==> config.mk <==
export PLATFORM = sky130hd
export DESIGN_NAME = frame_sync_receiver
export DESIGN_NICKNAME = d
export VERILOG_FILES = /design/src/rtl/frame_sync_receiver_pkg.sv /design/src/rtl/descrambler_7.sv /design/src/rtl/frame_sync_receiver.sv
export SDC_FILE = /design/constraint.sdc
export NUM_CORES = 1
export LEC_CHECK = 0
export BUFFER_PORTS_ARGS = -buffer_cell sky130_fd_sc_hd__buf_2
export CELL_PAD_IN_SITES_DETAIL_PLACEMENT = 1
export CELL_PAD_IN_SITES_GLOBAL_PLACEMENT = 2
export CORE_UTILIZATION = 45
export CTS_CLUSTER_DIAMETER = 50
export DETAILED_ROUTE_END_ITERATION = 8
export PLACE_DENSITY = 0.84
export SLEW_MARGIN = 20
export SYNTH_ARGS = -nofsm -noshare
export SYNTH_HDL_FRONTEND = slang
export SYNTH_SLANG_ARGS = --single-unit
==> constraint.sdc <==
create_clock -name Clock -period 5.2 [get_ports Clock]
set_clock_uncertainty 0.15 [all_clocks]
set_input_delay 0 -clock Clock [delete_from_list [all_inputs] [get_ports Clock]]
set_output_delay 0 -clock Clock [all_outputs]
set_load 0.02 [all_outputs]
==> src/rtl/frame_sync_receiver_pkg.sv <==
// Shared definitions for the bit-level frame receiver: FSM states,
// scrambler taps and the default SFD / seed constants.
package rx_pkg;

  typedef enum logic [1:0] {
    HUNT    = 2'd0,
    SYNC    = 2'd1,
    LENGTH  = 2'd2,
    PAYLOAD = 2'd3
  } rx_state_t;

  localparam int TAP_HI = 6;
  localparam int TAP_LO = 3;

  localparam logic [15:0] DEF_SFD  = 16'hF3A0;
  localparam logic [6:0]  DEF_SEED = 7'h7F;

  function automatic logic lfsr_fb(input logic [6:0] s);
    return s[TAP_HI] ^ s[TAP_LO];
  endfunction

endpackage

==> src/rtl/descrambler_7.sv <==
// 7-bit x^7+x^4+1 LFSR (de)scrambler with seed load, advance and bypass.
// The data path is combinational; the caller registers the result.
module descrambler_7 import rx_pkg::*; #(
  parameter logic [6:0] SEED = DEF_SEED
) (
  input  logic i_clk,
  input  logic i_rst,
  input  logic i_load,
  input  logic i_adv,
  input  logic i_bypass,
  input  logic i_bit,
  output logic o_bit
);

  logic [6:0] r_lfsr;
  logic       w_fb;

  assign w_fb  = lfsr_fb(r_lfsr);
  assign o_bit = i_bit ^ (w_fb & ~i_bypass);

  always_ff @(posedge i_clk or posedge i_rst) begin
    if (i_rst) begin
      r_lfsr <= SEED;
    end else if (i_load) begin
      r_lfsr <= SEED;
    end else if (i_adv) begin
      r_lfsr <= {r_lfsr[5:0], w_fb};
    end
  end

endmodule

==> src/rtl/frame_sync_receiver.sv <==
// Serial frame receiver: preamble hunt, SFD alignment, length capture and
// descrambled payload streaming with one cycle of latency.
module frame_sync_receiver import rx_pkg::*; #(
  parameter int                PRE_MIN     = 32,
  parameter int                SFD_W       = 16,
  parameter logic [SFD_W-1:0]  SFD         = SFD_W'(DEF_SFD),
  parameter int                SFD_TIMEOUT = 64,
  parameter int                LEN_W       = 12,
  parameter int                MAX_LEN     = 4095,
  parameter bit                DESCRAMBLE  = 1'b1,
  parameter logic [6:0]        SEED        = DEF_SEED
) (
  input  logic Clock,
  input  logic Reset,
  input  logic Input,
  output logic Output,
  output logic OutValid,
  output logic FrameStart,
  output logic FrameDone,
  output logic Error
);

  localparam int ALT_W  = $clog2(PRE_MIN + 1);
  localparam int TO_W   = $clog2(SFD_TIMEOUT + 1);
  localparam int LCNT_W = $clog2(LEN_W + 1);

  rx_state_t          r_state, w_next_state;
  logic               r_prev;
  logic [ALT_W-1:0]   r_alt, w_alt_nxt;
  logic [TO_W-1:0]    r_to, w_to_inc;
  logic [SFD_W-1:0]   r_sfd, w_sfd_nxt;
  logic [LEN_W-1:0]   r_len, w_len_nxt, r_pcnt;
  logic [LCNT_W-1:0]  r_lcnt;
  logic               w_len_bad;
  logic               w_fs, w_fd, w_err, w_ov, w_load, w_adv, w_dbit;
  logic               r_out, r_ov, r_fs, r_fd, r_err;

  always_comb begin
    w_sfd_nxt = {r_sfd[SFD_W-2:0], Input};
    w_len_nxt = {r_len[LEN_W-2:0], Input};
    if (Input != r_prev) begin
      w_alt_nxt = (r_alt == ALT_W'(PRE_MIN)) ? r_alt : r_alt + ALT_W'(1);
    end else begin
      w_alt_nxt = ALT_W'(1);
    end
    w_to_inc  = (r_to == TO_W'(SFD_TIMEOUT)) ? r_to : r_to + TO_W'(1);
    w_len_bad = (w_len_nxt == '0) ||
                ({{(32-LEN_W){1'b0}}, w_len_nxt} > 32'(MAX_LEN));
  end

  always_ff @(posedge Clock or posedge Reset) begin
    if (Reset) r_state <= HUNT;
    else       r_state <= w_next_state;
  end

  always_comb begin
    w_next_state = r_state;
    w_fs   = 1'b0;
    w_fd   = 1'b0;
    w_err  = 1'b0;
    w_ov   = 1'b0;
    w_load = 1'b0;
    w_adv  = 1'b0;
    case (r_state)
      HUNT: begin
        if (w_alt_nxt == ALT_W'(PRE_MIN)) w_next_state = SYNC;
      end
      SYNC: begin
        if (w_sfd_nxt == SFD) begin
          w_fs         = 1'b1;
          w_next_state = LENGTH;
        end else if (w_to_inc == TO_W'(SFD_TIMEOUT)) begin
          w_err        = 1'b1;
          w_next_state = HUNT;
        end
      end
      LENGTH: begin
        if (r_lcnt == LCNT_W'(LEN_W - 1)) begin
          if (w_len_bad) begin
            w_err        = 1'b1;
            w_next_state = HUNT;
          end else begin
            w_load       = 1'b1;
            w_next_state = PAYLOAD;
          end
        end
      end
      PAYLOAD: begin
        w_ov  = 1'b1;
        w_adv = 1'b1;
        if (r_pcnt <= LEN_W'(1)) begin
          w_fd         = 1'b1;
          w_next_state = HUNT;
        end
      end
      default: w_next_state = HUNT;
    endcase
  end

  descrambler_7 #(.SEED(SEED)) u_descr (
    .i_clk    (Clock),
    .i_rst    (Reset),
    .i_load   (w_load),
    .i_adv    (w_adv),
    .i_bypass (~DESCRAMBLE),
    .i_bit    (Input),
    .o_bit    (w_dbit)
  );

  // Counters are held at zero outside their own state so every frame starts clean.
  always_ff @(posedge Clock or posedge Reset) begin
    if (Reset) begin
      r_prev <= 1'b0;
      r_alt  <= '0;
      r_to   <= '0;
      r_sfd  <= '0;
      r_len  <= '0;
      r_lcnt <= '0;
      r_pcnt <= '0;
      r_out  <= 1'b0;
      r_ov   <= 1'b0;
      r_fs   <= 1'b0;
      r_fd   <= 1'b0;
      r_err  <= 1'b0;
    end else begin
      r_prev <= Input;
      r_sfd  <= w_sfd_nxt;
      r_alt  <= (r_state == HUNT)   ? w_alt_nxt : '0;
      r_to   <= (r_state == SYNC)   ? w_to_inc  : '0;
      r_len  <= (r_state == LENGTH) ? w_len_nxt : '0;
      r_lcnt <= (r_state == LENGTH) ? r_lcnt + LCNT_W'(1) : '0;
      if (w_load) begin
        r_pcnt <= w_len_nxt;
      end else if (w_adv && (r_pcnt != '0)) begin
        r_pcnt <= r_pcnt - LEN_W'(1);
      end
      r_out <= w_ov ? w_dbit : 1'b0;
      r_ov  <= w_ov;
      r_fs  <= w_fs;
      r_fd  <= w_fd;
      r_err <= w_err;
    end
  end

  assign Output     = r_out;
  assign OutValid   = r_ov;
  assign FrameStart = r_fs;
  assign FrameDone  = r_fd;
  assign Error      = r_err;

endmodule

==> results of run 1 <==
## final cells by class
type / count / share of cell area [%]
flip-flops and latches: 69 / 48.8
well taps: 96 / 3.38
inverters: 16 / 1.69
clock buffers: 11 / 4.26
repair buffers: 10 / 1.76
clock inverters: 5 / 2.29
multi-input cells: 196 / 37.8
## worst register-to-register path, stage by stage, from the launching register on
cell and delay [ns]:
dfrtp_1 0.45, inv_1 0.16, ha_1 0.17, nand2_1 0.09, a2111oi_0 0.41, a31oi_1 0.13, o41ai_4 0.37, nand3b_4 0.11
a22o_1 0.24
## kinds of logic after synthesis
logic type	count (synthesis)	synth area share, %
AO/OA/AOI/OAI	39	8.95
XOR/XNOR	22	6.10
adder cells (fa/ha/maj)	13	5.15
buffers and inverters	21	2.53
flip-flops	69	54.9
multiplexers	8	2.53
AND/OR/NAND/NOR	114	19.8
## registers in the layout, indices dropped and copies added, names as in the netlist
name	cells
FrameDone	1
r_sfd	15
r_to	7
r_lcnt	4
r_pcnt	12
FrameStart	1
u_descr.r_lfsr	7
r_state	2
Error	1
OutValid	1
Output	1
r_alt	6
r_len	11
## through the flow
step	area, um2	hold WS, ns	util (%)	total power, mW	setup WS (ns)
after detailed placement	3300	0.0879	48.6	0.823	2.57
after global routing	3560	0.219	52.4	1.37	2.58
after CTS	3550	0.215	52.3	1.33	2.56
after floorplan	3160	-0.119	-	0.764	3.02
after global placement	3300	0.0896	48.6	0.814	2.63
final	3560	0.217	52.4	1.30	2.82
## cells in the final DEF, fill, tap and decap left out, types with 8 or more instances in the layout
master	count
xnor2_1	17
ha_1	13
nand2_1	15
nor2_1	36
nand3_1	10
clkbuf_8	11
dfrtp_1	62
and2_1	15
a21oi_1	15
mux2i_1	8
inv_1	15
## routing by layer
metal | GRT usage [%] | routed length [um] | vias up | share of wire [%]
met5 | 0 | 0 | - | 0
met4 | 6.36 | 71 | 0 | 1.2
met3 | 6.06 | 122 | 7 | 2.0
met2 | 32.0 | 3100 | 13 | 51
met1 | 22.8 | 2750 | 1057 | 45
li1 | - | - | 1015 | -
## power groups by stage
stage	registers, mW	clock network [mW]	logic (mW)
4_1_cts	0.597	0.511	0.219
2_1_floorplan	0.599	0	0.166
5_1_grt	0.601	0.531	0.240
3_5_place_dp	0.608	0	0.215
3_3_place_gp	0.606	0	0.208
6_report	0.597	0.494	0.213
## worst paths after layout
path / depth (start not counted) / from / endpoint / slack [ns]
max in group asynchronous: 4 / Reset / r_to[5] / 4.02
hold / removal: 0 / r_sfd[12] / r_sfd[13] / 0.22
setup reg to reg: 8 / r_alt[0] / r_state[1] / 2.82
min in group asynchronous: 4 / Reset / FrameDone / 0.32
setup / recovery: 8 / r_alt[0] / r_state[1] / 2.82
hold reg to reg: 0 / r_sfd[12] / r_sfd[13] / 0.22
## timing repair
item / CTS / global route
hold buffers: 2 / 0
hold endpoints to repair: 66 / 0
gates resized for setup: 0 / 0
setup buffers: 0 / 0
==> impl_metrics.tcl, run 1 <==
set metrics [dict create \
    dp_hpwl_mm 4.37 \
    ys_top_cells_by_count "dfrtp_1, nor2_1, xnor2_1" \
    ys.flop_type "dfrtp_1" \
    netlist_instances 286 \
    clock_sinks 69 \
    multi_input_comb_area_um2 1350 \
    synth_top_area_share_pct 49.1 \
    netlist_area_um2 3160 \
    drc_errors 0 \
    cp_cell_sequence "inv_1, ha_1, nand2_1, a2111oi_0, a31oi_1, o41ai_4, nand3b_4, a22o_1" \
    grt_max_degree 70 \
    tightest_slew_ns 0.852 \
    synth_nets 302 \
    synth_edf_count 0 \
    combPwrFrac_pct 16.4 \
    crit_required_ns 5.28 \
    synth_seq_cells 69 \
    cp.arrival_ns 2.46 \
    grt_pass1_wl_mm 10.4 \
    rsz0062_at_grt "false" \
    fin_cells 403 \
    grt_pass1_vias 2219 \
    gp_congestion 0.757 \
    rows 30 \
    seq_area_um2 1740 \
    yosys_warnings 0 \
    htree_levels 3 \
    crit_path_start_kind "flip-flop" \
    p_sw_share_pct 27.3 \
    maxSlewViolCount 0 \
    crit_family "compound AO/OA/AOI/OAI gates" \
    setup_viol_count_final 0 \
    vdd.ir_drop.worst_mv 0.208 \
    power_leakage_nw 1.64 \
    root_buffer "clkbuf_8" \
    tns_ns 0 \
    seq_power_share_pct 45.8 \
    via_count 2092 \
    status "finished, final reports clean" \
    pwr_density_cell_nw_per_um2 367 \
    numPortBuffers 7 \
    fin_crit_sh_pct 45.8 \
    core_area_um2 6790 \
    grt_overflow_total 0 \
    endpoint_kind "flip-flop" \
    wirelength_mm 6.04 \
    p_int_mw 0.949 \
    slowest_stage "dfrtp_1" \
    wl_per_cell_um 15.0 \
    clk_latency_ns 0.34 \
    fmax_ghz 0.420 \
    maxCapViolCount 0 \
    critPathBufInv 1 \
    grt_use_total_pct 18.9 \
    async_flop_share_pct 100 \
    floorplan.initialDensity_pct 46.5 \
    drtAntennaViolNets 0 \
    cts_tree "built" \
    fp.dieW_um 85.8 \
    postSynthAreaPerCell_um2 11.0 \
    viasPerCell 5.19 \
    die_y_um 85.8 \
    synth.most_common_cell "dfrtp_1" \
    critPathMaxFanout 5 \
    synth_cell_types 47 \
    worst-setup-path-type "reg -> reg" \
    slowest_delay_ns 0.45 \
    report.final.hold_viol_count 0 \
    clk_pin_slew_ns 0.07 \
    finalCriticalPeriod_ns 2.38 \
    p_clk_share_pct 37.9 \
    ioPinCount 8 \
    hold_class "reg -> reg" \
    drive_gt1_share_pct 14.0 \
    netlist_top_cells_area "dfrtp_1, dfstp_2, ha_1, xnor2_1, nor2_1" \
    synth.largest_area_cell "dfrtp_1" \
    area_growth_pct 12.6 \
    slew_headroom_pct 43.2 \
    fillCellCount 726 \
    p_sw_mw 0.356 \
    seq_area_frac_synth_pct 54.9 \
    antennaDiodeCount 0 \
    drt_iter0_markers 79 \
    cts_buffers 9 \
    first_pass_iters 4 \
    final_nets 318 \
    dieArea_um2 7360 \
    clk_path_buf_depth 2 \
    antenna_found_initial 0 \
    dp.cells 385 \
]
Note: power is estimated with default switching activity, not from simulation.
==> run 2, diff against run 1 <==
CORE_UTILIZATION = 38   (was 45)
PLACE_DENSITY = 0.76   (was 0.84)
clock period = 2.1 ns   (was 5.2 ns; I/O delays follow)
==> impl_metrics.tcl, run 2 (same netlist as run 1, synthesis figures left out) <==
set metrics [dict create \
    wirelength_mm 6.68 \
    report.final.hold_viol_count 0 \
    maxSlewViolCount 0 \
    final_common_cell "dfrtp_1" \
    wl_per_cell_um 15.4 \
    drc_errors 0 \
    clock_sinks 69 \
    cts_buffers 9 \
    largest_reg_flops 15 \
    biggestRegsByFlops "r_sfd x15, r_pcnt x12, r_len x11" \
    cts_tree "built" \
    layout_common_cells "dfrtp_1, nor2_1, buf_4" \
    final_core_util_pct 49.1 \
    grt_overflow_total 0 \
    clk_latency_ns 0.34 \
    critPathBufInv 1 \
    area_growth_pct 22.6 \
    via_count 2176 \
    pre_cts_ws_ns -0.0715 \
    top_register "r_sfd" \
    worst-setup-path-type "reg -> reg" \
    viasPerCell 5.01 \
    clk_path_buf_depth 2 \
    floorplan.initialDensity_pct 40.1 \
    maxCapViolCount 0 \
    slowest_stage "dfrtp_1" \
    pwr_density_cell_nw_per_um2 909 \
    final.setup.worst_slack_ns -0.0319 \
    root_buffer "clkbuf_8" \
    gp_congestion 0.841 \
    cp.arrival_ns 2.21 \
    ioPinCount 8 \
    tightest_slew_ns 0.549 \
    drt_iter0_markers 37 \
    die_y_um 93.2 \
    rows 32 \
    r2r_start "r_alt[0]" \
    crit_required_ns 2.18 \
    violations "negative setup slack" \
    grt_max_degree 35 \
    vdd.ir_drop.worst_mv 0.307 \
    critPathMaxFanout 4 \
    antennaDiodeCount 0 \
    first_pass_iters 4 \
    drtAntennaViolNets 0 \
    endpoint_kind "flip-flop" \
    drive_gt1_share_pct 24.1 \
    crit_family "compound AO/OA/AOI/OAI gates" \
    grt_pass1_vias 2277 \
    r2r_slack_ns -0.03 \
    numPortBuffers 7 \
    dieArea_um2 8680 \
    status "complete, but fails checks" \
    cp_cell_sequence "inv_2, ha_4, nand2_4, a2111oi_4, a31oi_2, o41ai_4, nand3b_4, a22o_1" \
    fin_crit_sh_pct 102 \
    finalCriticalPeriod_ns 2.13 \
    rr_endpoint "r_state[1]" \
    slowest_delay_ns 0.43 \
    antenna_found_initial 0 \
    slew_headroom_pct 63.4 \
    clk_pin_slew_ns 0.08 \
    reg2reg_depth 8 \
    final_nets 343 \
    htree_levels 3 \
    fmax_ghz 0.469 \
    fp.dieW_um 93.2 \
    hold_class "in -> async" \
    whs_ns 0.107 \
    power_leakage_nw 1.79 \
    core_area_um2 7890 \
    rsz0062_at_grt "true" \
    setup_viol_count_final 1 \
    dp_hpwl_mm 4.82 \
    grt_pass1_wl_mm 11.3 \
    crit_path_start_kind "flip-flop" \
    grt_use_total_pct 17.3 \
]
==> run 2: cell count changes in the layout (fill, tap and decap cells not counted), moves of 2 or more <==
cell | before | now
a31oi_1 | 2 | 0
clkinv_4 | 0 | 3
inv_1 | 15 | 12
ha_4 | 0 | 2
buf_12 | 0 | 2
a31oi_2 | 0 | 2
buf_4 | 1 | 24
inv_2 | 1 | 4
ha_1 | 13 | 10
clkbuf_8 | 11 | 9
==> run 2: worst min-delay path, stage by stage <==
cell           delay, ns
dlygate4sd3_1       0.53
buf_2               0.13
inv_2               0.40
==> run 2: how the worst max path moves through the flow <==
stage | from | to | cells after the start
floorplan | r_alt[0] | r_state[1] | 8
global placement | r_alt[1] | r_state[1] | 8
detailed placement | r_alt[1] | r_state[1] | 8
CTS | r_alt[0] | r_state[1] | 8
global route | r_alt[0] | r_state[1] | 8
finish | r_alt[0] | r_state[1] | 8
==> run 2: power by group <==
part           total (mW)  leakage, nW  internal (mW)  switching, mW
combinational       0.725        0.776          0.354          0.371
clock                1.31        0.120          0.794          0.519
sequential           1.48        0.895           1.40         0.0827
==> run 2: area by class of cell <==
class                   instances  area (um2)
inverters                      16        60.1
repair buffers                 35         275
well taps                     102         128
fillers                       868        4010
multi-input cells             196        1430
clock inverters                 7         124
clock buffers                   9         124
flip-flops and latches         69        1740
==> run 2: stage by stage <==
stage	power, mW	cells	setup TNS (ns)	cell area, um2
floorplan	1.94	286	0	3190
global placement	2.15	415	0	3540
detailed placement	2.17	415	-0.0715	3540
CTS	3.55	434	-0.0102	3860
global route	3.73	434	-0.192	3870
finish	3.52	434	-0.0319	3870
==> run 2: what timing repair did <==
item,in CTS,in global routing
gates resized for setup,9,3
pin swaps,4,2
endpoints found under the setup margin,2,5
endpoints found under the hold margin,58,0
hold buffers,2,0
setup buffers,1,0
==> run 2: layer usage <==
layer / part of all wire (%) / up-vias / global-route usage (%)
met5: 0 / - / 0
met4: 1.6 / 0 / 7.31
met3: 2.1 / 8 / 2.93
met2: 47 / 23 / 27.1
met1: 49 / 1075 / 23.6
li1: - / 1070 / -
==> run 3, diff against run 2 <==
CORE_UTILIZATION = 30   (was 38)
PLACE_DENSITY = 0.6   (was 0.76)
clock period = 2.28 ns   (was 2.1 ns; I/O delays follow)
==> impl_metrics.tcl, run 3 (same netlist as run 1, synthesis figures left out) <==
set metrics [dict create \
    status "finished, final reports clean" \
    rr_endpoint "r_state[1]" \
    grt_pass1_vias 2272 \
    top_register "r_sfd" \
    htree_levels 3 \
    grt_use_total_pct 13.5 \
    final_nets 332 \
    total_power_mw 2.81 \
    cp.arrival_ns 2.28 \
    seq_power_share_pct 48.3 \
    maxCapViolCount 0 \
    tns_ns 0 \
    numPortBuffers 7 \
    wirelength_mm 6.74 \
    cts_buffers 9 \
    crit_required_ns 2.36 \
    cts_tree "built" \
    finalCriticalPeriod_ns 2.20 \
    pwr_density_cell_nw_per_um2 755 \
    rows 37 \
    r2r_start "r_alt[0]" \
    tightest_slew_ns 0.500 \
    report.final.hold_viol_count 0 \
    p_sw_share_pct 29.8 \
    whs_ns 0.0753 \
    worst-setup-path-type "reg -> reg" \
    fin_cells 457 \
    first_pass_iters 3 \
    crit_end "r_state[1]" \
    grt_pass1_wl_mm 11.4 \
    antenna_found_initial 0 \
    pre_cts_ws_ns 0.0421 \
    area_growth_pct 17.7 \
    drtAntennaViolNets 0 \
    clock_sinks 69 \
    dieArea_um2 10900 \
    core_area_um2 10300 \
    clk_latency_ns 0.35 \
    p_int_mw 1.97 \
    slew_headroom_pct 66.6 \
    final_common_cell "dfrtp_1" \
    via_count 2115 \
    wl_per_cell_um 14.7 \
    endpoint_kind "flip-flop" \
    reg2reg_depth 7 \
    fmax_ghz 0.454 \
    clk_pin_slew_ns 0.08 \
    grt_max_degree 49 \
    combPwrFrac_pct 22.0 \
    setup_viol_count_final 0 \
    p_sw_mw 0.836 \
    startpoint "r_alt[0]" \
    grt_overflow_total 0 \
    fin_crit_sh_pct 96.7 \
    drt_iter0_markers 22 \
    floorplan.initialDensity_pct 30.7 \
    root_buffer "clkbuf_8" \
    biggestRegsByFlops "r_sfd x15, r_pcnt x12, r_len x11" \
    gp_congestion 0.731 \
    critPathMaxFanout 4 \
    drive_gt1_share_pct 18.1 \
    crit_path_start_kind "flip-flop" \
    r2r_slack_ns 0.08 \
    maxSlewViolCount 0 \
    dp_hpwl_mm 4.72 \
    power_leakage_nw 1.68 \
    viasPerCell 4.63 \
    final_core_util_pct 36.2 \
    layout_common_cells "dfrtp_1, nor2_1, xnor2_1" \
    dpl_cell_area_um2 3460 \
    hold_class "in -> async" \
    fp.dieW_um 105 \
    ioPinCount 8 \
    vdd.ir_drop.worst_mv 0.309 \
    final.setup.worst_slack_ns 0.0754 \
    dp.cells 436 \
    die_y_um 105 \
    drc_errors 0 \
    p_clk_share_pct 29.7 \
    design_area_um2 3720 \
    antennaDiodeCount 0 \
    clk_path_buf_depth 2 \
    largest_reg_flops 15 \
]
-- run 3: cell types whose count changed in the layout (fill, tap and decap cells not counted), moves of 3 or more --
| cell | delta |
|---|---|
| buf_4 | -11 |
| clkbuf_1 | +7 |
| bufinv_16 | -3 |
| clkinv_4 | -3 |
| inv_1 | +3 |
| inv_2 | -3 |
-- run 3: layout make-up --
class	count	area, um2
Fill cell	1173	6560
Sequential cell	69	1740
Multi-Input combinational cell	196	1410
Timing Repair Buffer	24	193
Tap cell	136	170
Clock buffer	16	150
Inverter	16	60.1
-- run 3: power by group through the flow --
| stage | logic, mW | clock network (mW) | registers (mW) |
|---|---|---|---|
| global route | 0.700 | 0.909 | 1.37 |
| detailed placement | 0.533 | 0 | 1.38 |
| CTS | 0.538 | 0.868 | 1.36 |
| floorplan | 0.378 | 0 | 1.37 |
| finish | 0.618 | 0.833 | 1.36 |
| global placement | 0.522 | 0 | 1.38 |
-- run 3: layer usage --
layer	wire (um)	global-route usage [%]	vias to the layer above
met5	0	0	-
met4	106	5.43	0
met3	174	3.93	8
met2	3330	22.4	12
met1	3130	16.6	1057
li1	-	-	1038
-- run 3: what timing repair did --
action                                  CTS  global route
hold buffers                              2             0
endpoints found under the setup margin    0             3
gates resized for setup                   0            14
endpoints found under the hold margin    72             0
buffers inserted                          0             3
-- run 3: critical path, cell delays in order (launching register included) --
cell,delay (ns)
dfrtp_2,0.42
buf_4,0.15
ha_4,0.16
a2111oi_4,0.36
a31oi_2,0.08
o41ai_4,0.43
nand3b_4,0.11
a22o_1,0.22
-- run 3: worst min-delay path by stage --
stage,endpoint,depth (start not counted)
floorplan,r_sfd[0],0
global placement,Output,2
detailed placement,Output,2
CTS,Output,3
global route,Output,3
finish,Output,3
